<file path="src/rtl/serial_twos_comp_array.sv">
// Multi-lane bit-serial two's-complement negator (LSB first, shared framing).
// Optional parallel word output is compiled in with `define PAR_OUT_EN.
module serial_twos_comp_array #(
  parameter int unsigned WIDTH    = 8,
  parameter int unsigned CHANNELS = 4
) (
  input  logic                t_clk,
  input  logic                r_n,
  input  logic                in_valid,
  input  logic                in_sof,
  input  logic [CHANNELS-1:0] neg_en,
  input  logic [CHANNELS-1:0] in_bit,
  output logic                out_valid,
  output logic [CHANNELS-1:0] out_bit,
  output logic                out_eow,
  output logic [CHANNELS-1:0] ovf,
  output logic                frm_err
`ifdef PAR_OUT_EN
  ,
  output logic                      par_valid,
  output logic [CHANNELS*WIDTH-1:0] par_word
`endif
);

  localparam int unsigned CW = $clog2(WIDTH);
  localparam logic [CW-1:0] LAST = CW'(WIDTH - 1);

  typedef enum logic {IDLE, RUN} state_t;

  state_t              state, state_n;
  logic [CW-1:0]       cnt, cnt_n;
  logic [CHANNELS-1:0] seen, seen_n;
  logic [CHANNELS-1:0] mode, mode_n;

  logic                accept, last, err;
  logic [CHANNELS-1:0] cur_mode, cur_seen, conv, ovf_v;

  // cnt holds the index of the next expected bit while in RUN
  always_comb begin
    state_n  = state;
    cnt_n    = cnt;
    seen_n   = seen;
    mode_n   = mode;
    accept   = 1'b0;
    last     = 1'b0;
    err      = 1'b0;
    cur_mode = mode;
    cur_seen = seen;
    if (in_valid) begin
      if (in_sof) begin
        accept   = 1'b1;
        err      = (state == RUN);
        cur_mode = neg_en;
        cur_seen = '0;
        mode_n   = neg_en;
        state_n  = RUN;
        cnt_n    = CW'(1);
      end else if (state == RUN) begin
        accept = 1'b1;
        last   = (cnt == LAST);
        if (last) begin
          state_n = IDLE;
          cnt_n   = '0;
        end else begin
          cnt_n = cnt + CW'(1);
        end
      end else begin
        err = 1'b1;
      end
    end
    conv  = in_bit ^ (cur_mode & cur_seen);
    ovf_v = last ? (cur_mode & in_bit & ~cur_seen) : '0;
    if (accept) seen_n = cur_seen | in_bit;
  end

  always_ff @(posedge t_clk or negedge r_n) begin
    if (!r_n) begin
      state     <= IDLE;
      cnt       <= '0;
      seen      <= '0;
      mode      <= '0;
      out_valid <= 1'b0;
      out_bit   <= '0;
      out_eow   <= 1'b0;
      ovf       <= '0;
      frm_err   <= 1'b0;
    end else begin
      state     <= state_n;
      cnt       <= cnt_n;
      seen      <= seen_n;
      mode      <= mode_n;
      out_valid <= accept;
      out_bit   <= accept ? conv : '0;
      out_eow   <= last;
      ovf       <= ovf_v;
      frm_err   <= err;
    end
  end

`ifdef PAR_OUT_EN
  // sh holds the WIDTH-1 most recent converted bits; the final bit completes the word
  logic [WIDTH-2:0] sh  [CHANNELS];
  logic [WIDTH-1:0] col [CHANNELS];

  always_comb begin
    for (int unsigned k = 0; k < CHANNELS; k++) begin
      col[k] = {conv[k], sh[k]};
    end
  end

  always_ff @(posedge t_clk or negedge r_n) begin
    if (!r_n) begin
      for (int unsigned k = 0; k < CHANNELS; k++) sh[k] <= '0;
      par_valid <= 1'b0;
      par_word  <= '0;
    end else begin
      par_valid <= last;
      for (int unsigned k = 0; k < CHANNELS; k++) begin
        if (accept) sh[k] <= col[k][WIDTH-1:1];
        if (last) par_word[k*WIDTH +: WIDTH] <= col[k];
      end
    end
  end
`endif

endmodule
</file>
<file path="config.mk">
export PLATFORM = sky130hd
export DESIGN_NAME = serial_twos_comp_array
export DESIGN_NICKNAME = d
export VERILOG_FILES = /design/src/rtl/serial_twos_comp_array.sv
export SDC_FILE = /design/constraint.sdc
export NUM_CORES = 1
export LEC_CHECK = 0
export ABC_AREA = 1
export BUFFER_PORTS_ARGS = -buffer_cell sky130_fd_sc_hd__buf_2
export CORE_ASPECT_RATIO = 1.1
export CORE_UTILIZATION = 52
export CTS_CLUSTER_DIAMETER = 60
export DETAILED_ROUTE_END_ITERATION = 12
export HOLD_SLACK_MARGIN = 0.03
export PLACE_DENSITY = 0.79
export SYNTH_ARGS = -nofsm -noshare
export SYNTH_HDL_FRONTEND = slang
export SYNTH_SLANG_ARGS = --single-unit
</file>
<file path="constraint.sdc">
create_clock -name t_clk -period 1.6 [get_ports t_clk]
set_clock_uncertainty 0.1 [all_clocks]
set_input_delay 0 -clock t_clk [delete_from_list [all_inputs] [get_ports t_clk]]
set_output_delay 0 -clock t_clk [all_outputs]
set_load 0.05 [all_outputs]
</file>
== Word level (Yosys, flattened, before mapping) ==
Index checks and enable logic that the tools add are counted.
W data, S select, Z words.

* Multiply operators: 0
* Eq/ne operators: 1
* Add/sub/neg operators: 1
* Reduce and logical (&&, ||, !) cells: 2
* Order comparisons: 0
* Mux-type cells: 21
* Shifts and indexed selects: 0
* Divide/modulo/power cells: 0
* Bitwise gates (word level): 6

{| class="wikitable"
|+ Operators by type and width
! operator !! count
|-
| $mux W4 || 6
|-
| $and A4 B4 Y4 || 3
|-
| $mux W1 || 12
|-
| $mux W3 || 3
|-
| $not A4 Y4 || 1
|-
| $or A4 B4 Y4 || 1
|-
| $xor A4 B4 Y4 || 1
|-
| $add A3 B1 Y3 const B || 1
|-
| $eq A3 B3 Y1 const B || 1
|-
| $reduce_and A2 Y1 || 1
|-
| $reduce_bool A2 Y1 || 1
|}

* Memories: 0
* Memory bits (writable): 0
* Output and inout port bits: 11
* Memory bits (read-only): 0
* Logic and storage cells: 40
* Latch bits: 0
* Register bits after elaboration: 23

== Logic depth before layout (Yosys ltp) ==
* Depth after elaboration: 5
* Gate-level depth with buffers: 7
* Gate-level depth less buffers: 7

== Worst setup path before layout ==
Ideal clock, no wire load.

* Path type: flip-flop to flip-flop
* From: register cnt[0]
* To: register ovf[0]
* Path buffers: 0
* Setup time: 0.119 ns
* Slack: 0.378 ns
* Cell stages (with the launch flop): 7
* Data required time: 1.381 ns
* Arrival time: 1.003 ns
* Path through: dfrtp_1 ha_1 ha_1 nand2_1 nor2_4 nand2_1 nor2_2

* Longest elaborated chain between the ends: 5

{| class="wikitable"
|+ Ends and longest elaborated chain
! element !! line !! RTL
|-
| start, declared || 31 || <nowiki>logic [CW-1:0] cnt, cnt_n;</nowiki>
|-
| start signal, assigned || 89 || <nowiki>cnt <= cnt_n;</nowiki>
|-
| $eq A3 B3 Y1 || 60 || <nowiki>last = (cnt == LAST);</nowiki>
|-
| $mux W1 || 58 || <nowiki>end else if (state == RUN) begin</nowiki>
|-
| $mux W1 || 50 || <nowiki>if (in_sof) begin</nowiki>
|-
| $mux W1 || 49 || <nowiki>if (in_valid) begin</nowiki>
|-
| via last || 35 || <nowiki>logic accept, last, err;</nowiki>
|-
| $mux W4 || 72 || <nowiki>ovf_v = last ? (cur_mode & in_bit & ~cur_seen) : '0;</nowiki>
|-
| via ovf_v[0] || 36 || <nowiki>logic [CHANNELS-1:0] cur_mode, cur_seen, conv, ovf_v;</nowiki>
|-
| end signal, assigned || 95 || <nowiki>ovf <= ovf_v;</nowiki>
|-
| end, declared || 16 || <nowiki>output logic [CHANNELS-1:0] ovf,</nowiki>
|}

The timed path passes the listed nets, and every way through them passes these cells.
A chain may end at the register's enable or synchronous reset.

== Worst setup path in the final report ==
* From: input port in_sof
* To: register cnt[0]

* Longest elaborated chain between the ends: 2
* Elaborated cells on any way between the ends: 3

{| class="wikitable"
|+ Ends and longest elaborated chain
! element !! line !! RTL
|-
| start, declared || 10 || <nowiki>input logic in_sof,</nowiki>
|-
| $reduce_bool A2 Y1 (no source line) || -- ||
|-
| $reduce_and A2 Y1 (no source line) || -- ||
|}

Parallel ways exist; a longest one is shown, timed or not.

==> run metrics <==
maximum vdd ir drop=0.531 mV; RSZ-0062 raised after global routing=false; mean routed wirelength per cell=about 11 µm; total die area=2200 µm²; run status=completed; summed instance area of the synthesized netlist=1050 µm²; Sum Neg Setup Slack=0 ns; initial detailed-routing violation count=16; Detailed Routing Iterations Pass 1=5; number of maximum-capacitance violations=0; synthesized instance count=116; Post-CTS Repair Setup Buffers=0; Worst R2R Start=cnt[0]; endpoints failing hold=0; Static Leak=roughly 0.72 nW; worst slew margin relative to its limit=0.666; Design Area, Final=approximately 1300 µm²; total gr overflow=0; vias after detailed routing=886; cell types occupying the most area after synthesis=dfrtp_1 (55%), nand2_1 (10%), inv_1 (7.5%); startpoint type of the worst setup path=input port; Root Driver=clkbuf_4; via count of the first global-routing pass=between 800 and 900; share of layout cells above drive strength 1=0.247; residual antenna-violating net count after detailed routing=0; antenna violations before repair=0; fraction of post-synthesis cell area in the top cell type by area=0.550; Worst R2R Path Depth=6; Chip Width=44.8 µm; Core Region=1840 µm²; initial core utilization=0.568; count of synthesis-stage warnings from yosys=0; CP endpoint kind=register; required time worst endpoint=1.71 ns; Overall Global Routing Usage=0.214; filler instances=approximately 160; sequential-to-total area share from yosys stat=0.550; worst hold-check path type=in2async; Routed Wire Length=approximately 2000 µm; final-report max-slew violation count=0; CTS tree=built; power density of the placed cells=around 920 nW/µm²; diodes inserted=0; actual slew at the worst max-slew pin=0.501 ns; clock buffer count from CTS=3; Clock transition at path regs=around 0.12 ns; wire length of the first global-routing pass=around 3500 µm; net count of the finished layout=166; cell taking the most area after synthesis=dfrtp_1; Final GP Congestion=0.768; layout overhead on the synthesized area=24.4%; most common cell after layout, fill and taps aside=nand2_1; number of rows in the core area=16; final setup violating endpoints=0; maximum fanout count along the critical path=14; Synth Area per Inst=9.02 µm²; clk_lat worst skew=0.30 ns; per-cell via count in the routed design=between 5 and 6; number of storage elements in the synthesis netlist=23; DP HPWL=1330 µm; largest net degree at the start of global routing=26; CP Launch Point=in_sof; number of buffers between clock root and the deepest sink=2; port bufs=22; Die Height=49.0 µm; number of top-level pins=23; DRC violation count after routing=0; number of clock sinks=23; WS Path Type=in2reg; most frequent cells in the layout=nand2_1 (27), dfrtp_1 (23), buf_2 (22), inv_1 (21), dlygate4sd3_1 (11); level count of the clock H-tree=1; Synth cell types=16; Max Clk Rate=between 700 and 800 MHz; arrival time of the worst setup path=1.51 ns; Crit Reg-Reg Endpoint=ovf[0]; minimum period implied by the final worst setup slack=1.40 ns; placed cell area=1160 µm²; reg-to-reg setup timing slack=0.24 ns; period utilization=0.874; Syn Nets=131
==> sequential cells by signal (all words and copies together), names as in the netlist <==
name and cells:
mode 4, out_bit 4, ovf 4, seen 4
cnt 3, frm_err 1, out_eow 1, out_valid 1
state 1
==> worst max-delay path, cell delays in order <==
cell and delay [ns]:
dlygate4sd3_1 0.53, buf_2 0.13, inv_1 0.13, ha_1 0.17
inv_1 0.04, nand2_2 0.19, inv_1 0.16, nand2_1 0.10
nand2_1 0.04
==> timing repair <==
action / in CTS / in global routing
endpoints found under the setup margin: 0 / 7
hold buffers: 11 / 0
hold endpoints to repair: 45 / 0
resized for setup: 0 / 1
==> worst max-delay path by stage <==
stage                  end  slack (ns)  cells past startpoint
floorplan           ovf[0]        0.38                      6
global placement    cnt[0]        0.21                      7
detailed placement  cnt[0]        0.13                      7
CTS                 cnt[0]        0.07                      9
global route        cnt[0]        0.11                      9
finish              cnt[0]        0.20                      9
==> metrics by stage <==
step | hold WS [ns] | std cells | setup slack [ns] | utilization | total power [W]
after floorplan | -0.396 | 116 | 0.378 | - | 0.000863
after global placement | -0.106 | 162 | 0.210 | 0.631 | 0.000918
after detailed placement | -0.103 | 162 | 0.130 | 0.631 | 0.000932
after CTS | 0.0931 | 177 | 0.0667 | 0.705 | 0.00121
after global routing | 0.118 | 177 | 0.109 | 0.707 | 0.00128
final | 0.0872 | 177 | 0.201 | 0.707 | 0.00120
==> routing by layer <==
metal | track usage | vias to the layer above | part of all wire
met3 | 0.0333 | 8 | 0.051
met1 | 0.257 | 404 | 0.42
met5 | 0 | - | 0
met4 | 0.116 | 0 | 0.035
met2 | 0.355 | 43 | 0.49
li1 | - | 431 | -
==> area by class of cell <==
cell class | count | area (µm²) | share of cell area
clock buffer | 4 | 26.3 | 0.0202
inverter | 21 | 78.8 | 0.0606
multi-input combinational | 69 | 367 | 0.282
sequential | 23 | 576 | 0.442
tap | 27 | 33.8 | 0.0260
timing repair buffer | 33 | 220 | 0.169
==> synthesized netlist by cell type (all sizes together) <==
cell	number
inv	21
nand4	4
ha	3
o21ai	15
nor2	10
nand3	5
buf	3
nand2	29
dfrtp	23
a21oi	3
==> cell families (layout without fill, tap and decap cells) <==
kind of cell / Yosys count / after routing / share of synthesized area
buffers and inverters: 24 / 58 / 0.102
adders and majority gates: 3 / 3 / 0.0359
AOI/OAI and AO/OA: 18 / 18 / 0.108
and+or+nand+nor: 48 / 48 / 0.205
DFF: 23 / 23 / 0.550
==> report_power, final <==
group	internal [W]	total (W)	switching, W	leakage [nW]
sequential	0.000636	0.000678	0.0000411	0.279
combinational	0.0000952	0.000267	0.000171	0.429
clock	0.0000971	0.000257	0.000160	0.0150
(Power assumes the default switching activity.)
